==> src/rtl/seq_det_ctrl.sv <==
// seq_det_ctrl: accepts parallel words over a valid/ready handshake, shifts
// them MSB-first through a Mealy pattern detector with a programmable pattern
// and overlap mode, and counts detections behind a sticky threshold interrupt.
//
// Handshake: a word transfers on any rising edge where word_valid and
// word_ready are both 1. A producer holds word_valid and word_in stable until
// that transfer. word_ready does not depend on word_valid.
module seq_det_ctrl #(
   parameter int WORD_W = 8,
   parameter int PAT_W  = 3,
   parameter int CNT_W  = 8
) (
   input  logic              clk,
   input  logic              rst,
   input  logic              cfg_we,
   input  logic [PAT_W-1:0]  cfg_pattern,
   input  logic              cfg_overlap,
   input  logic [WORD_W-1:0] word_in,
   input  logic              word_valid,
   output logic              word_ready,
   input  logic [CNT_W-1:0]  thresh,
   input  logic              cnt_clr,
   output logic              det_pulse,
   output logic [CNT_W-1:0]  det_count,
   output logic              irq,
   output logic              busy
);

   localparam int IDX_W  = (WORD_W > 1) ? $clog2(WORD_W) : 1;
   localparam int HIST_W = PAT_W - 1;
   localparam int FILL_W = $clog2(PAT_W);

   typedef enum logic {
      IDLE  = 1'b0,
      SHIFT = 1'b1
   } state_t;

   state_t              state_q, state_d;
   logic [WORD_W-1:0]   shreg_q, shreg_d;
   logic [IDX_W-1:0]    bit_idx_q, bit_idx_d;
   logic [HIST_W-1:0]   hist_q, hist_d;
   logic [FILL_W-1:0]   fill_q, fill_d;
   logic [PAT_W-1:0]    pattern_q, pattern_d;
   logic                overlap_q, overlap_d;
   logic [CNT_W-1:0]    det_count_q, det_count_d;
   logic                irq_q, irq_d;

   logic                cur_bit;
   logic                last_bit;
   logic                hist_full;
   logic                accept;
   logic [PAT_W-1:0]    hist_cat;

   // Datapath taps; reset gates the handshake and detect strobes to 0.
   assign cur_bit    = shreg_q[bit_idx_q];
   assign last_bit   = (bit_idx_q == '0);
   assign hist_full  = (fill_q == FILL_W'(PAT_W - 1));
   assign hist_cat   = {hist_q, cur_bit};
   assign busy       = (state_q == SHIFT);
   assign word_ready = rst & ((state_q == IDLE) | (busy & last_bit));
   assign accept     = word_valid & word_ready;
   assign det_pulse  = rst & busy & hist_full & (hist_cat == pattern_q);
   assign det_count  = det_count_q;
   assign irq        = irq_q;

   // Sequencer next state: load a word, walk bit_idx down, reload at bit 0
   // when another word is offered so back-to-back words have no bubble.
   always_comb begin
      state_d   = state_q;
      shreg_d   = shreg_q;
      bit_idx_d = bit_idx_q;
      case (state_q)
         IDLE: begin
            if (accept) begin
               shreg_d   = word_in;
               bit_idx_d = IDX_W'(WORD_W - 1);
               state_d   = SHIFT;
            end
         end
         SHIFT: begin
            if (last_bit) begin
               if (accept) begin
                  shreg_d   = word_in;
                  bit_idx_d = IDX_W'(WORD_W - 1);
               end else begin
                  state_d = IDLE;
               end
            end else begin
               bit_idx_d = bit_idx_q - 1'b1;
            end
         end
         default: state_d = IDLE;
      endcase
   end

   // Detector history and configuration: history survives word boundaries and
   // idle gaps; a non-overlapping hit or a config load starts it afresh.
   always_comb begin
      hist_d    = hist_q;
      fill_d    = fill_q;
      pattern_d = pattern_q;
      overlap_d = overlap_q;
      if (busy) begin
         if (det_pulse && !overlap_q) begin
            hist_d = '0;
            fill_d = '0;
         end else begin
            hist_d = hist_cat[HIST_W-1:0];
            if (!hist_full) begin
               fill_d = fill_q + 1'b1;
            end
         end
      end else if (cfg_we) begin
         pattern_d = cfg_pattern;
         overlap_d = cfg_overlap;
         hist_d    = '0;
         fill_d    = '0;
      end
   end

   // Saturating detection counter and sticky interrupt; clear beats a hit.
   always_comb begin
      det_count_d = det_count_q;
      irq_d       = irq_q;
      if (cnt_clr) begin
         det_count_d = '0;
         irq_d       = 1'b0;
      end else if (det_pulse && (det_count_q != '1)) begin
         det_count_d = det_count_q + 1'b1;
         if ((thresh != '0) && (det_count_d == thresh)) begin
            irq_d = 1'b1;
         end
      end
   end

   // State registers with synchronous active-low reset.
   always_ff @(posedge clk) begin
      if (!rst) begin
         state_q     <= IDLE;
         shreg_q     <= '0;
         bit_idx_q   <= '0;
         hist_q      <= '0;
         fill_q      <= '0;
         pattern_q   <= PAT_W'(3'b101);
         overlap_q   <= 1'b1;
         det_count_q <= '0;
         irq_q       <= 1'b0;
      end else begin
         state_q     <= state_d;
         shreg_q     <= shreg_d;
         bit_idx_q   <= bit_idx_d;
         hist_q      <= hist_d;
         fill_q      <= fill_d;
         pattern_q   <= pattern_d;
         overlap_q   <= overlap_d;
         det_count_q <= det_count_d;
         irq_q       <= irq_d;
      end
   end

endmodule

==> config.mk <==
export PLATFORM = sky130hd
export DESIGN_NAME = seq_det_ctrl
export DESIGN_NICKNAME = d
export VERILOG_FILES = /design/src/rtl/seq_det_ctrl.sv
export SDC_FILE = /design/constraint.sdc
export NUM_CORES = 1
export LEC_CHECK = 0
export BUFFER_PORTS_ARGS = -buffer_cell sky130_fd_sc_hd__buf_2
export CORE_ASPECT_RATIO = 1.4
export CORE_MARGIN = 2
export CORE_UTILIZATION = 54
export CTS_CLUSTER_SIZE = 25
export DETAILED_ROUTE_END_ITERATION = 8
export HOLD_SLACK_MARGIN = 0.08
export PLACE_DENSITY = 0.79
export SYNTH_ARGS = -nofsm -noshare
export SYNTH_HDL_FRONTEND = slang
export SYNTH_SLANG_ARGS = --single-unit
==> constraint.sdc <==
create_clock -name clk -period 2.1 [get_ports clk]
set_input_delay 0.315 -clock clk [delete_from_list [all_inputs] [get_ports clk]]
set_output_delay 0.315 -clock clk [all_outputs]
set_load 0.01 [all_outputs]
; ---- Word level (Yosys, flattened, before mapping)
; Index checks and enable logic that the tools add are counted.
; Widths: inputs -> output; s select.
[classes]
add_sub_neg = 3
order_cmp = 1
eq_ne = 6
mux = 17
bitwise = 9
reduce_logical = 11
[op_table]
columns = operator, count
row1 = $mux 8, 2
row2 = $pmux 8 s2, 1
row3 = $mux 2, 6
row4 = $add 8x1->8 const B, 1
row5 = $eq 8x8->1, 1
row6 = $ne 8x8->1 const B, 1
row7 = $reduce_bool 8->1, 1
row8 = $and 1x1->1, 6
row9 = $mux 3, 2
row10 = $pmux 3 s2, 1
row11 = $reduce_and 2->1, 3
row12 = $lt 3x4->1 const B, 1
row13 = $bmux 1 s3, 1
row14 = $eq 3x3->1, 1
row15 = $logic_and 1x1->1, 3
row16 = $logic_not 3->1, 1
row17 = $mux 1, 3
row18 = $ne 3x2->1 const B, 1
row19 = $sub 3x1->3 const B, 1
row20 = $add 2x1->2 const B, 1
row21 = $eq 2x2->1 const B, 1
row22 = $ne 2x1->1 const B, 1
row23 = $not 1->1, 2
row24 = $pmux 1 s2, 1
row25 = 4 further kinds, 4
[totals]
register_bits = 29
output_inout_bits = 12
elab_cells = 56

; ---- Logic depth before layout (Yosys ltp)
; Gate-level depths: netlist of the first run.
[depth]
word_depth = 8
depth_mapped = 9
depth_no_buf = 7

; ---- Worst setup path after synthesis of the first run
; Ideal clock, no wire load.
[synth_timing]
kind = reg-to-reg
from = reg bit_idx_q[0]
to = reg det_count_q[6], in the netlist det_count[6]
arrival_time_ns = 1.767
t_required_ns = 1.984
path_slack_ns = 0.216
stages_incl_launch_ff = 8
synth_period_minus_slack_ns = 1.884
cell_sequence = dfxtp_1 > buf_6 > mux2_4 > a2bb2oi_2 > and3_4 > buf_6 > or4_1 > o211a_1
[synth_via]
elab_chain_cells = 5
[synth_lines]
columns = item, line_no
row1 = from (decl), 40  ; logic [IDX_W-1:0] bit_idx_q, bit_idx_d;
row2 = from (signal assigned), 151  ; bit_idx_q <= bit_idx_d;
row3 = $bmux 1 s3, 55  ; assign cur_bit = shreg_q[bit_idx_q];
row4 = $mux 1 (implied by the code), 55
row5 = $eq 3x3->1, 62  ; assign det_pulse = rst & busy & hist_full & (hist_cat == pattern_q);
row6 = $and 1x1->1, 62
row7 = $logic_and 1x1->1, 128  ; end else if (det_pulse && (det_count_q != '1)) begin
row8 = to (signal assigned), 156  ; det_count_q <= det_count_d;
row9 = to (decl), 45  ; logic [CNT_W-1:0] det_count_q, det_count_d;
; Every way passes these cells. The select of a mux whose other input is x is not followed.
; A chain may end at the register's enable or synchronous reset.

; ---- Worst setup path after layout of the first run
[layout_timing]
from = reg fill_q[0]
to = out det_pulse
[layout_via]
elab_chain_cells = 3
[layout_lines]
columns = item, line_no
row1 = from (decl), 42  ; logic [FILL_W-1:0] fill_q, fill_d;
row2 = from (signal assigned), 153  ; fill_q <= fill_d;
row3 = $eq 2x2->1, 57  ; assign hist_full = (fill_q == FILL_W'(PAT_W - 1));
row4 = $and 1x1->1 (2 in series), 62
row5 = to (decl), 23  ; output logic det_pulse,
; Every way passes these cells.

==> out/qor.yml, run 1 <==
status: "finished clean"
drv_slew: 0
setup_viol: 0
first_pass_iters: 4
rr_endpoint: "det_count[5]$_SDFFE_PP0P_"
max_freq_mhz: 493
gp_congestion: 0.780
reg2regPathDepth: 6
start_util: 0.559
track_usage: 0.216
clk_pin_slew_ns: 0.06
vias: 1583
clk_path_buf_depth: 2
yosysMostFrequentCell: "dfxtp_1"
die_x_um: 51.6
cp.arrival_ns: 1.71
cp_max_fo: 6
relSlewSlack: 0.683
port_buffers: 36
root_buffer: "clkbuf_8"
critPathCaptureType: "output port"
syn_avg_cell_area_um2: 8.43
clock-sinks: 29
total_power_uw: 1290
rows: 24
finalCritPeriodShare: 0.965
power_leakage_uw: 0.000894
ant_nets: 0
fin_nets: 275
syn_nets: 232
holdPathEnd: "overlap_q$_SDFFE_PN1P_"
synthFlopType: "dfxtp_1"
netlist_top_cells_count: "29 x dfxtp_1, 19 x nand3_1, 18 x o21ai_0"
cts_buffers: 5
drt-total-wl_mm: 3.74
cts_tree: "yes"
drcViolationCount: 0
ys_warn_count: 0
hp-class: "in2reg"
grt_pass1_vias: 1440
synth_seq_cells: 29
synth_area_leaders: "dfxtp_1 34%, mux2i_1 5.8%, xnor2_1 5.6%, nand3_1 5.6%, o21ai_0 5.3%"
h-tree-depth: 2
clkLatencyLatePin_ns: 0.28
avgRoutedWirePerCell_um: 13.1
fin_area_um2: 2100
cp-start-kind: "register"
die-area_um2: 3640
netlist_area_um2: 1710
layout_min_cycle_time_ns: 2.03
layout-drive-gt1-share: 0.267
ys_seq_area_frac: 0.339
area_growth_pct: 22.4
placed_cell_area_um2: 1950
vdd_drop_max_v: 0.000481
reg2reg_from: "bit_idx_q[0]$_SDFF_PN0_"
overflow: 0
worst_pin_slew_ns: 0.474
placed_cells: 277
finalNonFillerCells: 286
register_area_um2: 586
setup-tns-final_ns: 0
hp-start: "cfg_overlap"
synth_top_area_share: 0.339
rrSetupSlack_ns: 0.25
grt_start_max_net_pins: 27
via_per_inst: 5.53
n_fill_cell: 277
synth-edff-count: 0
critPathKind: "reg2out"
diodes: 0
yosysTopAreaCell: "dfxtp_1"
whs_path_depth: 3
grt_pass1_wl_mm: 6.01
coreArea_um2: 3060
rsz0062_at_grt: "no"
worstPathRequired_ns: 1.78
synth_cell_type_count: 45
synth-async-reset-ratio: 0
syn_inst: 203
drt_iter0_drc: 43
antenna_found_initial: 0
dieHeight_um: 70.6
hold_viol: 0
power.density_nw_per_um2: 613
pin_count: 37
max-cap-violations: 0
hpwl_mm: 2.79
fin_skew_ns: 0.00473
multi_input_area_um2: 1070
worst max-delay path, stage by stage, from the launching register on:
cell	delay (ns)
dfxtp_1	0.33
inv_1	0.06
ha_2	0.21
and3_4	0.20
nand3_4	0.10
buf_4	0.18
nor3_1	0.19
buf_2	0.16
cell families after synthesis:
family | share of synthesized area
adders and majority gates | 0.0292
AOI/OAI and AO/OA | 0.169
and+or+nand+nor | 0.250
buffers and inverters | 0.0621
muxes | 0.0738
xor gates and xnor gates | 0.0768
DFF | 0.339
final cells by class:
class,count,area share
tap,39,0.0233
multi-input combinational,150,0.509
sequential,29,0.279
clock buffer,5,0.0328
timing repair buffer,46,0.122
clock inverter,3,0.00836
inverter,14,0.0251
state kept, by name, summed over array words and instances (netlist names):
signal     flops
busy           1
pattern_q      3
overlap_q      1
hist_q         2
shreg_q        8
bit_idx_q      3
irq            1
det_count      8
fill_q         2
worst max path at each step:
stage | end | start
2_1_floorplan | det_count[6]$_SDFFE_PP0P_ | bit_idx_q[0]$_SDFF_PN0_
3_3_place_gp | det_count[6]$_SDFFE_PP0P_ | bit_idx_q[0]$_SDFF_PN0_
3_5_place_dp | det_count[6]$_SDFFE_PP0P_ | bit_idx_q[0]$_SDFF_PN0_
4_1_cts | det_pulse | fill_q[0]$_SDFFE_PN0P_
5_1_grt | shreg_q[6]$_SDFFE_PN0P_ | bit_idx_q[0]$_SDFF_PN0_
6_report | det_pulse | fill_q[0]$_SDFFE_PN0P_
through the flow:
stage / util / hold slack (ns) / setup WS (ns)
final: 0.684 / 0.253 / 0.0729
after global routing: 0.684 / 0.270 / 0.000967
after CTS: 0.670 / 0.247 / 0.0169
after global placement: 0.638 / 0.436 / 0.243
after detailed placement: 0.638 / 0.454 / 0.179
after floorplan: - / 0.440 / 0.216
cell usage in the layout, fill, tap and decap left out, drive strengths merged, types with 5 or more instances in the layout:
| cell | count |
|---|---|
| dfxtp | 29 |
| nand3 | 19 |
| buf | 46 |
| nor2 | 7 |
| a21oi | 7 |
| inv | 14 |
| mux2i | 10 |
| o21ai | 18 |
| clkbuf | 5 |
| nor2b | 5 |
| nand2 | 13 |
| nand2b | 7 |
| xnor2 | 11 |
timing repair:
action	CTS	global route
gates resized for setup	3	7
endpoints found under the setup margin	1	1
buffers inserted	0	1
gates cloned	0	0
pin swaps	0	1
hold buffers	0	0
per-layer routing:
metal / wire [um] / GRT usage / vias to the layer above
li1: - / - / 816
met1: 1480 / 0.220 / 730
met2: 2040 / 0.403 / 30
met3: 137 / 0.0485 / 7
met4: 84 / 0.0936 / 0
met5: 0 / 0 / -
where the power goes:
group / leakage [uW] / switching, uW / internal (uW)
combinational: 0.000612 / 123 / 109
clock: 0.0000439 / 217 / 228
sequential: 0.000238 / 26.6 / 581
Note: power is estimated with default switching activity, not from simulation.
==> inputs of run 2 (changes only) <==
ABC_AREA = 1   (was not set)
CORE_UTILIZATION = 53   (was 54)
==> out/qor.yml, run 2 <==
layout_min_cycle_time_ns: 1.90  # -0.128 ns
clkPwrFrac: 0.351  # +0.005
cts_buffers: 5  # unchanged
cp-start-kind: "register"
layout-drive-gt1-share: 0.225  # -0.0425
setup_viol: 0  # unchanged
critPathCaptureType: "output port"
synth_top_area_share: 0.370  # +0.0308
avgRoutedWirePerCell_um: 10.5  # -20%
switchingPower_uw: 325  # -11%
h-tree-depth: 2  # unchanged
clkLatencyLatePin_ns: 0.28  # about the same
synthFlopType: "dfxtp_1"
grt_pass1_wl_mm: 5.53  # -7.9%
overflow: 0  # unchanged
first_pass_iters: 5  # +1
area_growth_pct: 19.7
track_usage: 0.218  # +0.00200
path_common_cell: "nand2_1"
relSlewSlack: 0.728  # +0.0448
coreArea_um2: 2850  # -7.0%
netlist_area_um2: 1570  # -8.3%
clk_pin_slew_ns: 0.06  # about the same
synth-async-reset-ratio: 0  # unchanged
vias: 1509  # -4.7%
fin_skew_ns: 0.00480  # +0.0000692 ns
rows: 23  # -4.2%
antenna_found_initial: 0  # unchanged
die-area_um2: 3420  # -6.2%
p_sw_frac: 0.266  # -0.0193
ys_warn_count: 0  # unchanged
crit_path_cell_trace: "inv_2 -> nand2_1 -> nand3_1 -> nand3_2 -> nand2_1 -> nand2_1 -> nand2_2 -> nand2_2 -> inv_1 -> buf_2"
worst_pin_slew_ns: 0.407  # -0.0674 ns
port_buffers: 36  # unchanged
drt-total-wl_mm: 3.19  # -15%
max_freq_mhz: 527  # +6.7%
grt_start_max_net_pins: 17  # -37%
finalCritPeriodShare: 0.904  # -0.0609
reg2regPathDepth: 12  # +6
ant_nets: 0  # unchanged
pin_count: 37  # unchanged
synth_cell_type_count: 28  # -38%
cts_resized: 0  # -3
p_int_uw: 897  # -2.4%
most-common-layout-cells: "44 x nand2_1, 36 x buf_2, 31 x inv_1"
setup-tns-final_ns: 0  # unchanged
crit_path_max_incr_delay_ns: 0.42  # +0.09 ns
drcViolationCount: 0  # unchanged
start_util: 0.551  # -0.00810
via_per_inst: 4.96  # -10%
dieHeight_um: 68.4  # -3.2%
netlist_top_cells_count: "44 x nand2_1, 31 x inv_1, 29 x dfxtp_1"
synth_seq_cells: 29  # unchanged
syn_nets: 252  # +8.6%
seq_power_share: 0.491  # +0.018
syn_avg_cell_area_um2: 7.04  # -17%
hold_viol: 0  # unchanged
drt_iter0_drc: 30  # -30%
power_leakage_uw: 0.000918  # +2.7%
max-cap-violations: 0  # unchanged
hold_slack_ns: 0.252  # -0.000844 ns
pwr-share-comb: 0.157  # -0.024
fin_nets: 295  # +7.3%
critPathBufInv: 3  # unchanged
final_common_cell: "nand2_1"
syn_inst: 223  # +9.9%
rsz0062_at_grt: "no"
vdd_drop_max_v: 0.000497  # +3.3%
diodes: 0  # unchanged
cts_tree: "yes"
status: "finished clean"
clock-sinks: 29  # unchanged
die_x_um: 50.0  # -3.1%
grt_pass1_vias: 1380  # -4.2%
synth-edff-count: 0  # unchanged
yosysMostFrequentCell: "nand2_1"
cp.depth: 10  # +3
ys_seq_area_frac: 0.370  # +0.0308
post_cts_buffers: 0  # unchanged
postCtsHoldBufs: 0  # unchanged
critPathKind: "reg2out"
whs_path_depth: 3  # unchanged
critPathTopFamily: "simple AND/OR/NAND/NOR gates"
cp_slowest_cell: "dfxtp_1"
clk_path_buf_depth: 2  # unchanged
power.density_nw_per_um2: 651  # +6.1%
drv_slew: 0  # unchanged
hpwl_mm: 2.50  # -10%
cp_max_fo: 8  # +2
cp.arrival_ns: 1.58  # -0.13 ns
hp-class: "in2reg"
gp_congestion: 0.823  # +5.6%
root_buffer: "clkbuf_8"
worstPathRequired_ns: 1.78  # about the same
synth_area_leaders: "dfxtp_1 37%, nand2_1 11%, inv_1 7.4%, nor2_1 6.7%, a21oi_1 5.4%"
yosysTopAreaCell: "dfxtp_1"
run 2: cell types whose count changed in the layout (fill, tap and decap cells not counted), moves of 7 or more:
cell      before  now
nand2_1       13   44
nor2_1         7   28
inv_1         14   31
a21oi_1        6   17
mux2i_1       10    0
buf_4         10    3
nand2b_1       7    0
xnor2_1       11    4
run 2: routing by layer:
| metal | track usage | routed length (um) | part of all wire |
|---|---|---|---|
| met3 | 0.0546 | 116 | 0.036 |
| met2 | 0.406 | 1680 | 0.53 |
| met5 | 0 | 0 | 0 |
| met1 | 0.216 | 1330 | 0.42 |
| met4 | 0.128 | 65 | 0.020 |
run 2: final cells by class:
type / instances / area, um^2
multi-input combinational: 156 / 837
timing repair buffer: 39 / 203
clock buffer: 8 / 80.1
fill: 279 / 971
inverter: 35 / 131
sequential: 29 / 581
tap: 37 / 46.3
run 2: path summary, 6_finish.rpt:
check,startpoint,to,slack [ns]
worst min-delay path,cfg_overlap,overlap_q$_SDFFE_PN1P_,0.25
worst max register to register,bit_idx_q[0]$_SDFF_PN0_,bit_idx_q[0]$_SDFF_PN0_,0.36
worst min register to register,shreg_q[1]$_SDFFE_PN0P_,shreg_q[1]$_SDFFE_PN0P_,0.45
worst max-delay path,bit_idx_q[0]$_SDFF_PN0_,det_pulse,0.20
run 2: per-stage QoR:
stage / total power [uW] / std cells / setup slack [ns] / utilization / cell area [um^2]
global placement: 799 / 296 / 0.430 / 0.631 / 1800
detailed placement: 805 / 296 / 0.372 / 0.631 / 1800
global route: 1300 / 304 / 0.0838 / 0.659 / 1880
finish: 1220 / 304 / 0.201 / 0.659 / 1880
floorplan: 742 / 223 / 0.432 / - / 1570
CTS: 1240 / 304 / 0.200 / 0.659 / 1880
run 2: worst reg2reg max path: stages, from the launching register on:
cell,delay (ns)
dfxtp_1,0.42
inv_2,0.12
ha_1,0.21
nand2_1,0.07
nand2_1,0.08
inv_2,0.10
nor2_1,0.05
nand2_1,0.07
inv_1,0.04
nor2_1,0.23
nand2_1,0.09
o211ai_1,0.09
inv_1,0.05
run 2: power groups by stage:
stage / Sequential, uW / Clock [uW] / Combinational (uW)
6_report: 601 / 429 / 192
3_5_place_dp: 612 / 0 / 193
4_1_cts: 601 / 445 / 194
2_1_floorplan: 608 / 0 / 134
3_3_place_gp: 612 / 0 / 187
5_1_grt: 604 / 469 / 223
run 2: cell families (layout without fill, tap and decap cells):
| kind of cell | Yosys count | count (layout) | share of synthesized area |
|---|---|---|---|
| AND/OR/NAND/NOR | 102 | 102 | 0.296 |
| AO/OA/AOI/OAI | 42 | 42 | 0.152 |
| buffers and inverters | 38 | 82 | 0.0965 |
| flip-flops | 29 | 29 | 0.370 |
| XOR/XNOR | 8 | 8 | 0.0534 |
| adder cells (fa/ha/maj) | 4 | 4 | 0.0319 |
==> inputs of run 3 (changes only) <==
CORE_MARGIN = not set   (was 2)
==> out/qor.yml, run 3 (same netlist as run 2, synthesis figures left out) <==
drcViolationCount: 0  # unchanged
max-cap-violations: 0  # unchanged
relSlewSlack: 0.707  # -0.0210
grt-busiest-layer: "met2"
die-area_um2: 3190  # -6.8%
clk_pin_slew_ns: 0.06  # about the same
dieHeight_um: 66.4  # -2.9%
switchingPower_uw: 324  # -0.30%
post_cts_buffers: 0  # unchanged
ant_nets: 0  # unchanged
dp_slack_ns: 0.355  # -0.0162 ns
grt_pass1_wl_mm: 4.99  # -9.8%
grt_util_met3: 0.0956  # +0.0410
coreArea_um2: 2850  # unchanged
diodes: 0  # unchanged
pwr-share-comb: 0.156  # about the same
clock-sinks: 29  # unchanged
root_buffer: "clkbuf_8"
die_x_um: 48.0  # -4.0%
antenna_found_initial: 0  # unchanged
worstPathRequired_ns: 1.78  # about the same
clkPwrFrac: 0.352  # about the same
gp_congestion: 0.844  # +2.5%
overflow: 0  # unchanged
fin_skew_ns: 0.00460  # -0.000197 ns
cp.arrival_ns: 1.54  # -0.04 ns
p_sw_frac: 0.266  # -0.000595
cts_resized: 0  # unchanged
hpwl_mm: 2.42  # -3.2%
drt-total-wl_mm: 3.10  # -2.8%
layout_min_cycle_time_ns: 1.85  # -0.0464 ns
setup_viol: 0  # unchanged
cp_max_fo: 8  # unchanged
fin_ws_ns: 0.247  # +0.0464 ns
total_power_uw: 1220  # about the same
p_int_uw: 897  # about the same
h-tree-depth: 2  # unchanged
via_per_inst: 4.97  # +0.20%
area_growth_pct: 19.7  # unchanged
rsz0062_at_grt: "no"
grt_start_max_net_pins: 17  # unchanged
critPathKind: "reg2out"
finalCritPeriodShare: 0.882  # -0.0221
layout-drive-gt1-share: 0.225  # unchanged
max_freq_mhz: 540  # +2.5%
cp-start-kind: "register"
status: "finished clean"
seq_power_share: 0.491  # about the same
worst_pin_slew_ns: 0.438  # +0.0314 ns
whs_path_depth: 3  # unchanged
start_util: 0.551  # unchanged
critPathCaptureType: "output port"
reg2regPathDepth: 8  # -4
hp-class: "in2reg"
rows: 23  # unchanged
cts_buffers: 5  # unchanged
power.density_nw_per_um2: 650  # about the same
drv_slew: 0  # unchanged
final_common_cell: "nand2_1"
clkLatencyLatePin_ns: 0.28  # about the same
hold_viol: 0  # unchanged
cts_tree: "yes"
grt_util_met2: 0.375  # -0.0313
track_usage: 0.226  # +0.00879
postCtsHoldBufs: 0  # unchanged
first_pass_iters: 4  # -1
vdd_drop_max_v: 0.000482  # -3.0%
avgRoutedWirePerCell_um: 10.2  # -2.8%
hold_slack_ns: 0.248  # -0.00429 ns
most-common-layout-cells: "44 x nand2_1, 36 x buf_2, 31 x inv_1"
pin_count: 37  # unchanged
setup-tns-final_ns: 0  # unchanged
vias: 1512  # +0.20%
power_leakage_uw: 0.000918  # unchanged
clk_path_buf_depth: 2  # unchanged
met1_usage: 0.215  # -0.000907
grt_pass1_vias: 1291  # -6.4%
port_buffers: 36  # unchanged
fin_nets: 295  # unchanged
drt_iter0_drc: 20  # -33%
-- run 3: cell type report --
type | instances | area (um^2)
inverter | 35 | 131
timing repair buffer | 39 | 203
sequential | 29 | 581
clock buffer | 8 | 80.1
tap | 37 | 46.3
fill | 274 | 971
multi-input combinational | 156 | 837
-- run 3: worst paths after layout --
| kind | start | endpoint | slack, ns |
|---|---|---|---|
| worst max-delay path | bit_idx_q[0]$_SDFF_PN0_ | det_pulse | 0.25 |
| worst min-delay path | cfg_pattern[2] | pattern_q[2]$_SDFFE_PN1P_ | 0.25 |
| worst max register to register | det_count[0]$_SDFFE_PP0P_ | det_count[0]$_SDFFE_PP0P_ | 0.33 |
| worst min register to register | shreg_q[4]$_SDFFE_PN0P_ | shreg_q[4]$_SDFFE_PN0P_ | 0.45 |
-- run 3: power groups by stage --
stage / Sequential [uW] / Clock (uW) / Combinational (uW)
final: 600 / 430 / 191
after floorplan: 608 / 0 / 134
after CTS: 600 / 446 / 192
after detailed placement: 612 / 0 / 192
after global placement: 612 / 0 / 187
after global routing: 603 / 466 / 221
-- run 3: critical path: stages (launching register included) --
cell and delay (ns):
dfxtp_1 0.41, inv_2 0.11, nand2_1 0.08, nand3_1 0.07
nand3_2 0.12, nand2_1 0.06, nand2_1 0.07, nand2_2 0.06
nand2_2 0.09, inv_1 0.07, buf_2 0.14
-- run 3: stage by stage --
step	std cells	util	area [um^2]
floorplan	223	-	1570
global placement	296	0.631	1800
detailed placement	296	0.631	1800
CTS	304	0.659	1880
global route	304	0.659	1880
finish	304	0.659	1880
-- run 3: layer usage --
layer	up-vias	wire, um
li1	810	-
met1	651	1340
met2	40	1520
met3	11	113
met4	0	125
met5	-	0
